--- src/rtl/bcd_time_counter_pkg.sv ---
// ----------------------------------------------------------------------------
// bcd_time_counter_pkg
//   Shared definitions for the minutes:seconds BCD timekeeping block:
//   FSM state encoding, display blink-select codes and BCD field limits.
// ----------------------------------------------------------------------------
package bcd_time_counter_pkg;

  typedef enum logic [1:0] {
    ST_STOP   = 2'b00,
    ST_RUN    = 2'b01,
    ST_SETMIN = 2'b10,
    ST_SETSEC = 2'b11
  } state_e;

  localparam logic [1:0] FLICK_NONE = 2'b00;
  localparam logic [1:0] FLICK_MIN  = 2'b10;
  localparam logic [1:0] FLICK_SEC  = 2'b01;

  localparam logic [7:0] SEC_MAX = 8'h59;
  localparam logic [7:0] MIN_MAX = 8'h99;

  // Blink select shown by the display for a given state.
  function automatic logic [1:0] flick_of(input state_e s);
    case (s)
      ST_SETMIN: flick_of = FLICK_MIN;
      ST_SETSEC: flick_of = FLICK_SEC;
      default:   flick_of = FLICK_NONE;
    endcase
  endfunction

endpackage

--- src/rtl/bcd_time_counter_bcd2.sv ---
// ----------------------------------------------------------------------------
// bcd2_counter
//   Two-digit BCD up/down counter with wrap at MAX (up) and at 00 (down).
//   Ports:
//     clk       system clock
//     i_clr     synchronous load-zero (highest priority)
//     i_inc     count up one step
//     i_dec     count down one step (ignored when i_inc is set)
//     o_val     registered BCD value {tens, ones}
//     o_carry   high in the cycle an increment wraps MAX -> 00
//     o_borrow  high in the cycle a decrement wraps 00 -> MAX
// ----------------------------------------------------------------------------
module bcd2_counter #(
  parameter logic [7:0] MAX = 8'h59
) (
  input  logic       clk,
  input  logic       i_clr,
  input  logic       i_inc,
  input  logic       i_dec,
  output logic [7:0] o_val,
  output logic       o_carry,
  output logic       o_borrow
);

  logic [7:0] r_val;
  logic [7:0] w_val_inc;
  logic [7:0] w_val_dec;

  // NOTE: every combinational output gets a default first, so no path can
  // leave it unassigned and infer a latch.
  always_comb begin
    w_val_inc = r_val;
    w_val_dec = r_val;

    if (r_val == MAX)
      w_val_inc = 8'h00;
    else if (r_val[3:0] == 4'd9)
      w_val_inc = {r_val[7:4] + 4'd1, 4'd0};
    else
      w_val_inc = {r_val[7:4], r_val[3:0] + 4'd1};

    if (r_val == 8'h00)
      w_val_dec = MAX;
    else if (r_val[3:0] == 4'd0)
      w_val_dec = {r_val[7:4] - 4'd1, 4'd9};
    else
      w_val_dec = {r_val[7:4], r_val[3:0] - 4'd1};
  end

  // NOTE: sequential state uses non-blocking assignments so every register
  // samples the pre-edge values, independent of block ordering.
  always_ff @(posedge clk) begin
    if (i_clr)
      r_val <= 8'h00;
    else if (i_inc)
      r_val <= w_val_inc;
    else if (i_dec)
      r_val <= w_val_dec;
  end

  assign o_val    = r_val;
  assign o_carry  = i_inc && (r_val == MAX);
  assign o_borrow = i_dec && !i_inc && (r_val == 8'h00);

endmodule

--- src/rtl/bcd_time_counter.sv ---
// ----------------------------------------------------------------------------
// bcd_time_counter
//   Minutes:seconds BCD timer feeding the seven-segment display driver.
//   Counts up or down once per TICK_DIV clocks, stops with a sticky done flag
//   at 99:59 (up) or 00:00 (down), and offers a button-driven set mode.
//   Ports:
//     clk      system clock
//     rst      synchronous active-high reset
//     mode_i   pulse: STOP -> SET_MIN -> SET_SEC -> STOP
//     start_i  pulse: start / pause
//     inc_i    pulse: increment the field being edited
//     dir_i    level: 0 = count up, 1 = count down
//     min_o    minutes BCD 00-99
//     sec_o    seconds BCD 00-59
//     flick_o  blink select: 10 minutes, 01 seconds, 00 none
//     done_o   sticky end-of-count flag
// ----------------------------------------------------------------------------
module bcd_time_counter
  import bcd_time_counter_pkg::*;
#(
  parameter int TICK_DIV = 100000000
) (
  input  logic       clk,
  input  logic       rst,
  input  logic       mode_i,
  input  logic       start_i,
  input  logic       inc_i,
  input  logic       dir_i,
  output logic [7:0] min_o,
  output logic [7:0] sec_o,
  output logic [1:0] flick_o,
  output logic       done_o
);

  localparam int              PW         = $clog2(TICK_DIV);
  localparam logic [PW-1:0]   PRESC_LAST = PW'(TICK_DIV - 1);

  state_e        r_state, w_state_nxt;
  logic [PW-1:0] r_presc;
  logic          r_done, w_done_nxt;
  logic [1:0]    r_flick;

  logic [7:0] w_min, w_sec;
  logic       w_tick;
  logic       w_at_max, w_at_zero, w_reach_max, w_reach_zero;
  logic       w_sec_inc, w_sec_dec, w_min_inc_set, w_run_up, w_run_dn;
  logic       w_min_inc, w_min_dec;
  logic       w_sec_carry, w_sec_borrow, w_min_carry, w_min_borrow;
  logic       w_min_wrap_unused;

  assign w_tick       = (r_state == ST_RUN) && (r_presc == PRESC_LAST);
  assign w_at_max     = (w_min == MIN_MAX) && (w_sec == SEC_MAX);
  assign w_at_zero    = (w_min == 8'h00) && (w_sec == 8'h00);
  // One step away from the limit: this tick lands on it and must stop.
  assign w_reach_max  = (w_min == MIN_MAX) && (w_sec == 8'h58);
  assign w_reach_zero = (w_min == 8'h00) && (w_sec == 8'h01);

  always_comb begin
    w_state_nxt   = r_state;
    w_done_nxt    = r_done;
    w_sec_inc     = 1'b0;
    w_sec_dec     = 1'b0;
    w_min_inc_set = 1'b0;
    w_run_up      = 1'b0;
    w_run_dn      = 1'b0;

    case (r_state)
      ST_STOP: begin
        if (start_i && !(dir_i ? w_at_zero : w_at_max)) begin
          w_state_nxt = ST_RUN;
          w_done_nxt  = 1'b0;
        end else if (mode_i) begin
          w_state_nxt = ST_SETMIN;
          w_done_nxt  = 1'b0;
        end
      end

      ST_RUN: begin
        if (start_i) begin
          w_state_nxt = ST_STOP;
        end else if (w_tick) begin
          // A direction flip mid-run can leave us sitting on the limit of the
          // new direction; stop there rather than wrapping.
          if (!dir_i) begin
            if (w_at_max) begin
              w_done_nxt  = 1'b1;
              w_state_nxt = ST_STOP;
            end else begin
              w_run_up  = 1'b1;
              w_sec_inc = 1'b1;
              if (w_reach_max) begin
                w_done_nxt  = 1'b1;
                w_state_nxt = ST_STOP;
              end
            end
          end else begin
            if (w_at_zero) begin
              w_done_nxt  = 1'b1;
              w_state_nxt = ST_STOP;
            end else begin
              w_run_dn  = 1'b1;
              w_sec_dec = 1'b1;
              if (w_reach_zero) begin
                w_done_nxt  = 1'b1;
                w_state_nxt = ST_STOP;
              end
            end
          end
        end
      end

      ST_SETMIN: begin
        w_min_inc_set = inc_i;
        if (mode_i) w_state_nxt = ST_SETSEC;
      end

      ST_SETSEC: begin
        w_sec_inc = inc_i;
        if (mode_i) w_state_nxt = ST_STOP;
      end

      default: w_state_nxt = ST_STOP;
    endcase
  end

  // Seconds carry/borrow ripples into minutes only while running; editing
  // seconds wraps 59 -> 00 without touching minutes.
  assign w_min_inc = w_min_inc_set | (w_run_up & w_sec_carry);
  assign w_min_dec = w_run_dn & w_sec_borrow;

  // Minute wrap only happens while editing; nothing downstream consumes it.
  assign w_min_wrap_unused = w_min_carry | w_min_borrow;

  always_ff @(posedge clk) begin
    if (rst) begin
      r_state <= ST_STOP;
      r_done  <= 1'b0;
      r_flick <= FLICK_NONE;
    end else begin
      r_state <= w_state_nxt;
      r_done  <= w_done_nxt;
      r_flick <= flick_of(w_state_nxt);
    end
  end

  // Cleared whenever RUN is left or not yet entered, so a pause discards
  // the partial second and a restart waits a full TICK_DIV cycles.
  always_ff @(posedge clk) begin
    if (rst || (r_state != ST_RUN) || (w_state_nxt != ST_RUN) || w_tick)
      r_presc <= '0;
    else
      r_presc <= r_presc + PW'(1);
  end

  bcd2_counter #(.MAX(SEC_MAX)) u_sec (
    .clk      (clk),
    .i_clr    (rst),
    .i_inc    (w_sec_inc),
    .i_dec    (w_sec_dec),
    .o_val    (w_sec),
    .o_carry  (w_sec_carry),
    .o_borrow (w_sec_borrow)
  );

  bcd2_counter #(.MAX(MIN_MAX)) u_min (
    .clk      (clk),
    .i_clr    (rst),
    .i_inc    (w_min_inc),
    .i_dec    (w_min_dec),
    .o_val    (w_min),
    .o_carry  (w_min_carry),
    .o_borrow (w_min_borrow)
  );

  assign min_o   = w_min;
  assign sec_o   = w_sec;
  assign flick_o = r_flick;
  assign done_o  = r_done;

endmodule

--- config.mk ---
export PLATFORM = sky130hd
export DESIGN_NAME = bcd_time_counter
export DESIGN_NICKNAME = d
export VERILOG_FILES = /design/src/rtl/bcd_time_counter_pkg.sv /design/src/rtl/bcd_time_counter_bcd2.sv /design/src/rtl/bcd_time_counter.sv
export SDC_FILE = /design/constraint.sdc
export NUM_CORES = 1
export LEC_CHECK = 0
export CAP_MARGIN = 20
export CORE_AREA = 3 3 81 83
export CTS_CLUSTER_SIZE = 24
export DETAILED_ROUTE_END_ITERATION = 8
export DIE_AREA = 0 0 84 86
export PLACE_DENSITY = 0.75
export REMOVE_ABC_BUFFERS = 1
export SYNTH_ARGS = -nofsm -noshare
export SYNTH_HDL_FRONTEND = slang
export SYNTH_SLANG_ARGS = --single-unit
export TNS_END_PERCENT = 50
--- constraint.sdc ---
create_clock -name clk -period 2.6 [get_ports clk]
set_input_delay 0.52 -clock clk [delete_from_list [all_inputs] [get_ports clk]]
set_output_delay 0.52 -clock clk [all_outputs]
set_load 0.005 [all_outputs]
Word-level counts from Yosys, hierarchy flattened

Cells that the tools add are included.

Bits in registers: 48
Output and inout port bits: 19
Logic and storage cells: 116
Bits of input ports: 6

Multiplexer cells: 48
$add $sub $neg: 9
Bitwise operators: 3
Reductions and logical operators: 27
Equal/unequal tests: 21

Operator list:

| operator                                              | number |
|---|---|
| 2-to-1 mux 8 bit                                      | 12 |
| adder 27 x 1 -> 27 bit, second input constant         | 1 |
| == test 27 bit, second input constant                 | 1 |
| 2-to-1 mux 2 bit                                      | 11 |
| 2-to-1 mux 1 bit                                      | 21 |
| adder 4 x 1 -> 4 bit, second input constant           | 4 |
| == test 8 x 7 -> 1 bit, second input constant         | 2 |
| logical NOT 8 bit                                     | 2 |
| subtractor 4 x 1 -> 4 bit, second input constant      | 4 |
| logical AND 1 bit                                     | 9 |
| inequality test 3 bit, second input constant          | 3 |
| == test 2 bit, second input constant                  | 4 |
| == test 4 bit, second input constant                  | 2 |
| == test 8 x 1 -> 1 bit, second input constant         | 1 |
| == test 8 bit, second input constant                  | 1 |
| logical NOT 4 bit                                     | 2 |
| inequality test 4 bit, second input constant          | 2 |
| case mux 2 bit (4 select lines)                       | 1 |
| AND reduction 3 bit                                   | 2 |
| AND reduction 6 bit                                   | 1 |
| nonzero test 2 bit                                    | 3 |
| nonzero test 3 bit                                    | 2 |
| inequality test 2 x 1 -> 1 bit, second input constant | 2 |
| inequality test 2 bit, second input constant          | 2 |
| 8 further kinds                                       | 13 |

Depth between registers and ports, before layout

Gate-level depths: netlist (run 1).

Depth in word-level cells: 13
Mapped depth: 10
Gate-level depth less buffers: 8

Hierarchy

Synthesis (run 1) repeated with hierarchy kept, for this count alone.

Cells, all modules: 373
Area total of the unflattened synthesis: 3050.4 um^2

By module, submodules not included:

| module               | seq. area each (um^2) | area each (um^2) | instances | cells each |
|---|---|---|---|---|
| bcd_time_counter     | 640.6                 | 1592.8           | 1         | 193 |
| bcd2_counter (u_sec) | 160.2                 | 732.0            | 1         | 88 |
| bcd2_counter (u_min) | 160.2                 | 725.7            | 1         | 92 |

Worst setup path before layout (run 1)

OpenSTA, ideal clock, no wires.

Path kind: register to register
Start: register u_sec.r_val[0] (netlist: u_sec.o_val[0])
End: register u_min.r_val[7] (netlist: u_min.o_val[7])
Data required time: 2514 ps
Stages on the path, launching flop included: 8
Period minus slack after synthesis: 2666 ps
Path buffers: 1
Setup slack: -66 ps
Library setup time: 86 ps
Arrival time: 2580 ps
Cells stage by stage: dfxtp_1 -> clkbuf_1 -> nor4bb_1 -> nand3_1 -> or4_1 -> nand2_1 -> mux2_1 -> a211oi_1

Cells in the longest elaborated chain, start to end: 13
Elaborated cells between the ends (all ways): 27
Those cells by class: eq/ne: 2; mux: 12; bitwise: 3; reduce/logical: 10

Ends and longest elaborated chain:

| what                                                            | RTL line                    | text |
|---|---|---|
| start: declaration                                              | bcd_time_counter_bcd2.sv:25 | `logic [7:0] r_val;` |
| start signal: assignment                                        | bcd_time_counter_bcd2.sv:56 | `r_val <= w_val_inc;` |
| start signal: assignment                                        | bcd_time_counter_bcd2.sv:58 | `r_val <= w_val_dec;` |
| branches (longest 13 deep; another with == test 8 x 7 -> 1 bit) | n/a                         |  |
| end signal: assignment                                          | bcd_time_counter_bcd2.sv:56 |  |
| end signal: assignment                                          | bcd_time_counter_bcd2.sv:58 |  |
| end: declaration                                                | bcd_time_counter_bcd2.sv:25 |  |

Several ways; the timed one is not identified.
A chain may end at the register's enable or synchronous reset.

Worst setup path in the final report (run 1)

Start: input port dir_i
End: register r_presc[13]

Cells in the longest elaborated chain, start to end: 8
Elaborated cells between the ends (all ways): 11
Those cells by class: eq/ne: 1; mux: 6; reduce/logical: 4

Ends and longest elaborated chain:

| what                                | RTL line                | text |
|---|---|---|
| start: declaration                  | bcd_time_counter.sv:28  | `input logic dir_i,` |
| 2-to-1 mux 1 bit                    | bcd_time_counter.sv:69  | `if (start_i && !(dir_i ? w_at_zero : w_at_max)) begin` |
| logical NOT 1 bit                   | bcd_time_counter.sv:69  |  |
| logical AND 1 bit                   | bcd_time_counter.sv:69  |  |
| 2-to-1 mux 2 bit                    | bcd_time_counter.sv:69  |  |
| case mux 2 bit (4 select lines) (*) | bcd_time_counter.sv:67  | `case (r_state)` |
| inequality test 2 x 1 -> 1 bit (*)  | bcd_time_counter.sv:149 | `if (rst \|\| (r_state != ST_RUN) \|\| (w_state_nxt != ST_RUN) \|\| w_tick)` |
| logical OR 1 bit (*) (2 in a row)   | bcd_time_counter.sv:149 |  |
| end signal: assignment              | bcd_time_counter.sv:152 | `r_presc <= r_presc + PW'(1);` |
| end: declaration                    | bcd_time_counter.sv:39  | `logic [PW-1:0] r_presc;` |

Mark *: on every way between the ends. The rest lies on a longest branch, timed or not.

==> results of run 1 <==
[state kept, by name, indices dropped and copies added, names as in the netlist]
register / count
r_presc: 27
u_min.o_val: 8
u_sec.o_val: 8
flick_o: 2
r_state: 2
done_o: 1
[cell type report]
class / count / area (um2) / share of cell area, %
Tap cell: 75 / 93.84 / 2.315
Inverter: 14 / 52.55 / 1.296
Clock inverter: 1 / 7.507 / 0.1852
Timing Repair Buffer: 88 / 733.2 / 18.09
Clock buffer: 7 / 86.33 / 2.130
Sequential cell: 48 / 960.9 / 23.70
Multi-Input combinational cell: 304 / 2120 / 52.28
[kinds of logic (layout without fill, tap and decap cells)]
group | after synthesis | in the layout | synth area share [%]
xor gates and xnor gates | 32 | 32 | 8.992
and+or+nand+nor | 185 | 185 | 32.84
buffers and inverters | 37 | 110 | 4.656
adders and majority gates | 11 | 11 | 4.416
AOI/OAI and AO/OA | 71 | 71 | 16.54
DFF | 48 | 48 | 30.83
muxes | 5 | 5 | 1.726
[power breakdown]
| part | internal (mW) | total, mW | switching (mW) |
|---|---|---|---|
| sequential | 0.747 | 0.758 | 0.0103 |
| combinational | 0.122 | 0.253 | 0.131 |
| clock | 0.217 | 0.475 | 0.258 |
| total | 1.09 | 1.49 | 0.399 |
[cells in the mapped netlist (4+ instances only)]
master / n
nor2_1: 51
dfxtp_1: 48
nand3_1: 26
nand2_1: 23
xor2_1: 19
clkbuf_1: 18
a21oi_1: 16
inv_1: 14
o21ai_0: 13
xnor2_1: 13
nor3_1: 12
ha_1: 11
and3_1: 10
nand4_1: 7
nor3b_1: 6
buf_2: 5
nand3b_1: 5
nor4_1: 5
or4_1: 5
a211oi_1: 4
nor4b_1: 4
o211ai_1: 4
or3_1: 4
[layer usage]
metal,routed length (um),vias to the layer above
met3,399,21
li1,-,1563
met2,3797,101
met5,0,-
met4,140,0
met1,3637,1491
[path summary, 6_finish.rpt]
| path | startpoint | to | slack [ns] |
|---|---|---|---|
| max | dir_i | r_presc[13] | 0.04 |
| min | r_presc[0] | r_presc[0] | 0.47 |
| max reg2reg | r_presc[11] | u_min.o_val[7] | 0.05 |
| min reg2reg | r_presc[0] | r_presc[0] | 0.47 |
[repair_timing]
action / CTS / global route
hold buffers: 0 / 0
buffers inserted: 0 / 1
pin swaps: 0 / 4
hold endpoints to repair: 0 / 0
endpoints found under the setup margin: 6 / 45
resized for setup: 4 / 16
[stage by stage]
step                      power, mW  instance area [um2]
after floorplan              0.8913                 3024
after global placement        1.003                 3844
after detailed placement      1.009                 3844
after CTS                     1.485                 3959
after global routing          1.548                 4054
final                         1.486                 4054
[worst max-delay path, delay by kind of cell]
kind | cells | cell delay, ns
buf+inv | 3 | 0.87
compound gates | 3 | 0.69
simple gates | 3 | 0.66
==> results.sh, run 1 <==
export IMPL_status="complete, no violations"
export IMPL_ys_top_cells_by_area="dfxtp_1, nor2_1, xor2_1"
export IMPL_min_path_cells=1
export IMPL_syn_to_final_growth_pct=30.07
export IMPL_post_route_util_pct=68.47
export IMPL_first_iter_violations=261
export IMPL_gp_congestion=0.9882
export IMPL_use_met2_pct=38.68
export IMPL_layout_drive_gt1_share_pct=21.86
export IMPL_path_max_fanout=20
export IMPL_slowest_delay_ns=0.50
export IMPL_synthArstFlopShare_pct=0
export IMPL_cap_violations=0
export IMPL_ys_warn_count=0
export IMPL_synth_area_um2=3117
export IMPL_port_buffers=24
export IMPL_grt_overflow=0
export IMPL_cts_buffers=5
export IMPL_dr_total_vias=3176
export IMPL_path_class="in2reg"
export IMPL_hold_path_class="reg2reg"
export IMPL_place_ws_ns=-0.2945
export IMPL_worstPathArrival_ns=2.75
export IMPL_synth_cell_types=62
export IMPL_hold_violations=0
export IMPL_drc=0
export IMPL_max_vdd_ir_drop_mv=0.3020
export IMPL_start_util_pct=52.64
export IMPL_placeableCoreArea_um2=5921
export IMPL_start_kind="primary input"
export IMPL_clock_sinks=48
export IMPL_cts_root_buf="clkbuf_8"
export IMPL_slowest_stage="clkdlybuf4s50_1"
export IMPL_grt_use_total_pct=22.46
export IMPL_cts_max_path_buffers=2
export IMPL_synthCells=389
export IMPL_finalClockSkew_ns=0.01248
export IMPL_powerDensity_nw_per_um2=366.6
export IMPL_max_slew_margin_rel_pct=60.37
export IMPL_fill_cells=479
export IMPL_busiest_layer="met2"
export IMPL_fp_dieW_um=84
export IMPL_clk_pin_slew_ns=0.08
export IMPL_use_met3_pct=3.746
export IMPL_final_cell_mix="buf_4, nor2_1, dfxtp_1, nand3_1, clkdlybuf4s50_1"
export IMPL_drt_wl_total_um=7975
export IMPL_vias_per_cell=5.914
export IMPL_rsz0062_at_grt="yes"
export IMPL_synthFlopType="dfxtp_1"
export IMPL_ys_seq_area_share_pct=30.83
export IMPL_synth_edf_count=0
export IMPL_use_met1_pct=28.96
export IMPL_num_antenna_cells=0
export IMPL_avgRoutedWirePerCell_um=14.85
export IMPL_ant_nets=0
export IMPL_p_leak_nw=1.487
export IMPL_hpwl_um=6005
export IMPL_avgSynthCellArea_um2=8.012
export IMPL_final_nets=478
export IMPL_finalSetupViolCount=0
export IMPL_holdWs_ns=0.4667
export IMPL_synth_top_cell_area_share_pct=30.83
export IMPL_rows=28
export IMPL_final_common_cell="buf_4"
export IMPL_grt_pass1_vias=3084
export IMPL_grt_antenna_before_repair=0
export IMPL_htree_levels=2
export IMPL_die_area_um2=7224
export IMPL_yosysTopAreaCell="dfxtp_1"
export IMPL_period_share_pct=98.51
export IMPL_crit_chain="clkdlybuf4s50_1 -> nor4b_1 -> nand4_1 -> a2111oi_1 -> buf_4 -> o311ai_1 -> o211ai_1 -> buf_12 -> nor2_1"
export IMPL_ys_ff_latch=48
export IMPL_io_pins=25
export IMPL_cts_tree="done"
export IMPL_worst_slack_ns=0.03883
export IMPL_grt_pass1_wl_um=13690
export IMPL_timing_fmax_mhz=390.4
export IMPL_maxSlewViolCount=0
export IMPL_reg2reg_depth=6
export IMPL_worst_slew_pin_slew_ns=0.5891
export IMPL_final_setup_tns_ns=0
export IMPL_dp_cells=528
export IMPL_cp_required_ns=2.79
export IMPL_clock_latency_ns=0.30
export IMPL_cp_end_kind="flip-flop"
export IMPL_fin_cells=537
export IMPL_die_h_um=86
export IMPL_dr_pass1_iters=7
export IMPL_fin_crit_ns=2.561
export IMPL_grt_max_degree=21
(Power assumes the default switching activity.)
==> inputs of run 2 (changes only) <==
Settings changed: CORE_AREA 3 3 81 83 to 3 3 80 82, DIE_AREA 0 0 84 86 to 0 0 83 85, PLACE_DENSITY 0.75 to 0.74.
Clock period 2.6 ns to 2.61 ns, I/O delays scaled along.
==> results.sh, run 2 (synthesis gave the netlist of run 1 again) <==
export IMPL_ant_nets=0
export IMPL_first_iter_violations=278
export IMPL_cts_tree="done"
export IMPL_intPower_mw=1.146
export IMPL_gp_congestion=0.9405
export IMPL_fill_cells=467
export IMPL_die_area_um2=7055
export IMPL_worstPathArrival_ns=2.83
export IMPL_htree_levels=2
export IMPL_comb_power_share_pct=15.7
export IMPL_grt_max_degree=16
export IMPL_grt_antenna_before_repair=0
export IMPL_drc=0
export IMPL_max_slew_margin_rel_pct=63.00
export IMPL_clk_pin_slew_ns=0.09
export IMPL_largest_reg_flops=27
export IMPL_cts_buffers=5
export IMPL_worst_slack_ns=0.000008882
export IMPL_worst_slew_pin_slew_ns=0.5507
export IMPL_fp_dieW_um=83
export IMPL_layout_drive_gt1_share_pct=20.66
export IMPL_grt_pass1_wl_um=13920
export IMPL_vias_per_cell=5.968
export IMPL_timing_fmax_mhz=383.1
export IMPL_cts_hold_buf=0
export IMPL_grt_use_total_pct=23.16
export IMPL_grt_pass1_vias=3060
export IMPL_final_setup_tns_ns=0
export IMPL_grt_overflow=0
export IMPL_hpwl_um=5887
export IMPL_p_sw_uw=389.6
export IMPL_cts_max_path_buffers=2
export IMPL_maxSlewViolCount=0
export IMPL_rows=28
export IMPL_rsz0062_at_grt="yes"
export IMPL_start_kind="primary input"
export IMPL_final_cell_mix="buf_4, nor2_1, dfxtp_1, nand3_1, clkdlybuf4s50_1"
export IMPL_path_max_fanout=6
export IMPL_placed_cell_area_um2=3786
export IMPL_avgRoutedWirePerCell_um=15.31
export IMPL_cp_end_kind="flip-flop"
export IMPL_powerDensity_nw_per_um2=385.3
export IMPL_start_util_pct=53.59
export IMPL_port_buffers=24
export IMPL_num_antenna_cells=0
export IMPL_clkPwrFrac_pct=35.1
export IMPL_path_class="in2reg"
export IMPL_dr_pass1_iters=5
export IMPL_drt_wl_total_um=8113
export IMPL_syn_to_final_growth_pct=27.90
export IMPL_placeableCoreArea_um2=5816
export IMPL_clock_latency_ns=0.30
export IMPL_io_pins=25
export IMPL_totalPowerFinal_mw=1.536
export IMPL_cap_violations=0
export IMPL_max_vdd_ir_drop_mv=0.3405
export IMPL_die_h_um=85
export IMPL_cp_required_ns=2.83
export IMPL_place_ws_ns=-0.2789
export IMPL_stdcell_area_um2=3986
export IMPL_period_share_pct=100.0
export IMPL_finalSetupViolCount=0
export IMPL_finalClockSkew_ns=0.01332
export IMPL_status="complete, no violations"
export IMPL_switching_share_pct=25.37
export IMPL_p_leak_nw=1.453
export IMPL_dr_total_vias=3163
export IMPL_clock_sinks=48
export IMPL_hold_violations=0
export IMPL_regMostFlops="r_presc"
export IMPL_seq_power_share_pct=49.2
export IMPL_cts_root_buf="clkbuf_8"
export IMPL_fin_crit_ns=2.610
export IMPL_hold_path_class="reg2reg"
export IMPL_final_nets=471
export IMPL_final_common_cell="buf_4"
run 2: cell types whose count changed in the layout (fill, tap and decap cells not counted), sizes merged:
cell      previous run  this run
buf                 64        57
bufinv               0         1
clkbuf               7         6
clkinv               0         1
clkinvlp             1         0
run 2: worst max-delay path: stages:
cell and delay (ns):
clkdlybuf4s50_1 0.55, nor4b_2 0.32, buf_4 0.16, nand3_1 0.09
or4_4 0.53, nand2_4 0.10, mux2_1 0.34, a211oi_2 0.22
run 2: per-stage QoR:
| stage | hold slack (ns) | std cells | utilization (%) |
|---|---|---|---|
| floorplan | 0.4299 | 366 | - |
| global placement | 0.4465 | 522 | 65.10 |
| detailed placement | 0.4600 | 522 | 65.10 |
| CTS | 0.4798 | 530 | 67.19 |
| global route | 0.5006 | 530 | 68.55 |
| finish | 0.4688 | 530 | 68.55 |
run 2: layer usage:
| metal | GRT usage, % | wire [um] |
|---|---|---|
| met5 | 0 | 0 |
| met4 | 6.241 | 113 |
| met3 | 3.398 | 447 |
| met2 | 41.69 | 3908 |
| met1 | 28.90 | 3643 |
run 2: worst paths after layout:
kind,from,end,slack [ns],cells past startpoint
min,r_presc[0],r_presc[0],0.47,1
max reg2reg,r_presc[11],u_min.o_val[7],0.04,6
min reg2reg,r_presc[0],r_presc[0],0.47,1
max,dir_i,u_min.o_val[7],0.000009,8
run 2: final cells by class:
type	instances	area (um2)	share of cell area, %
clock buffers	6	72.57	1.820
clock inverters	2	35.03	0.8788
inverters	14	52.55	1.318
multi-input cells	304	2102	52.73
flip-flops and latches	48	962.2	24.14
well taps	75	93.84	2.354
repair buffers	81	668.1	16.76
run 2: power by group through the flow:
| stage | Sequential [mW] | Clock (mW) | Combinational [mW] |
|---|---|---|---|
| final | 0.755 | 0.539 | 0.242 |
| after global routing | 0.758 | 0.576 | 0.265 |
| after CTS | 0.755 | 0.552 | 0.227 |
| after detailed placement | 0.772 | 0 | 0.225 |
| after global placement | 0.772 | 0 | 0.222 |
| after floorplan | 0.784 | 0 | 0.104 |
run 2: repair_timing:
item / in CTS / in global routing
pin swaps: 0 / 2
setup buffers: 0 / 0
gates resized for setup: 3 / 16
setup endpoints to repair: 20 / 36
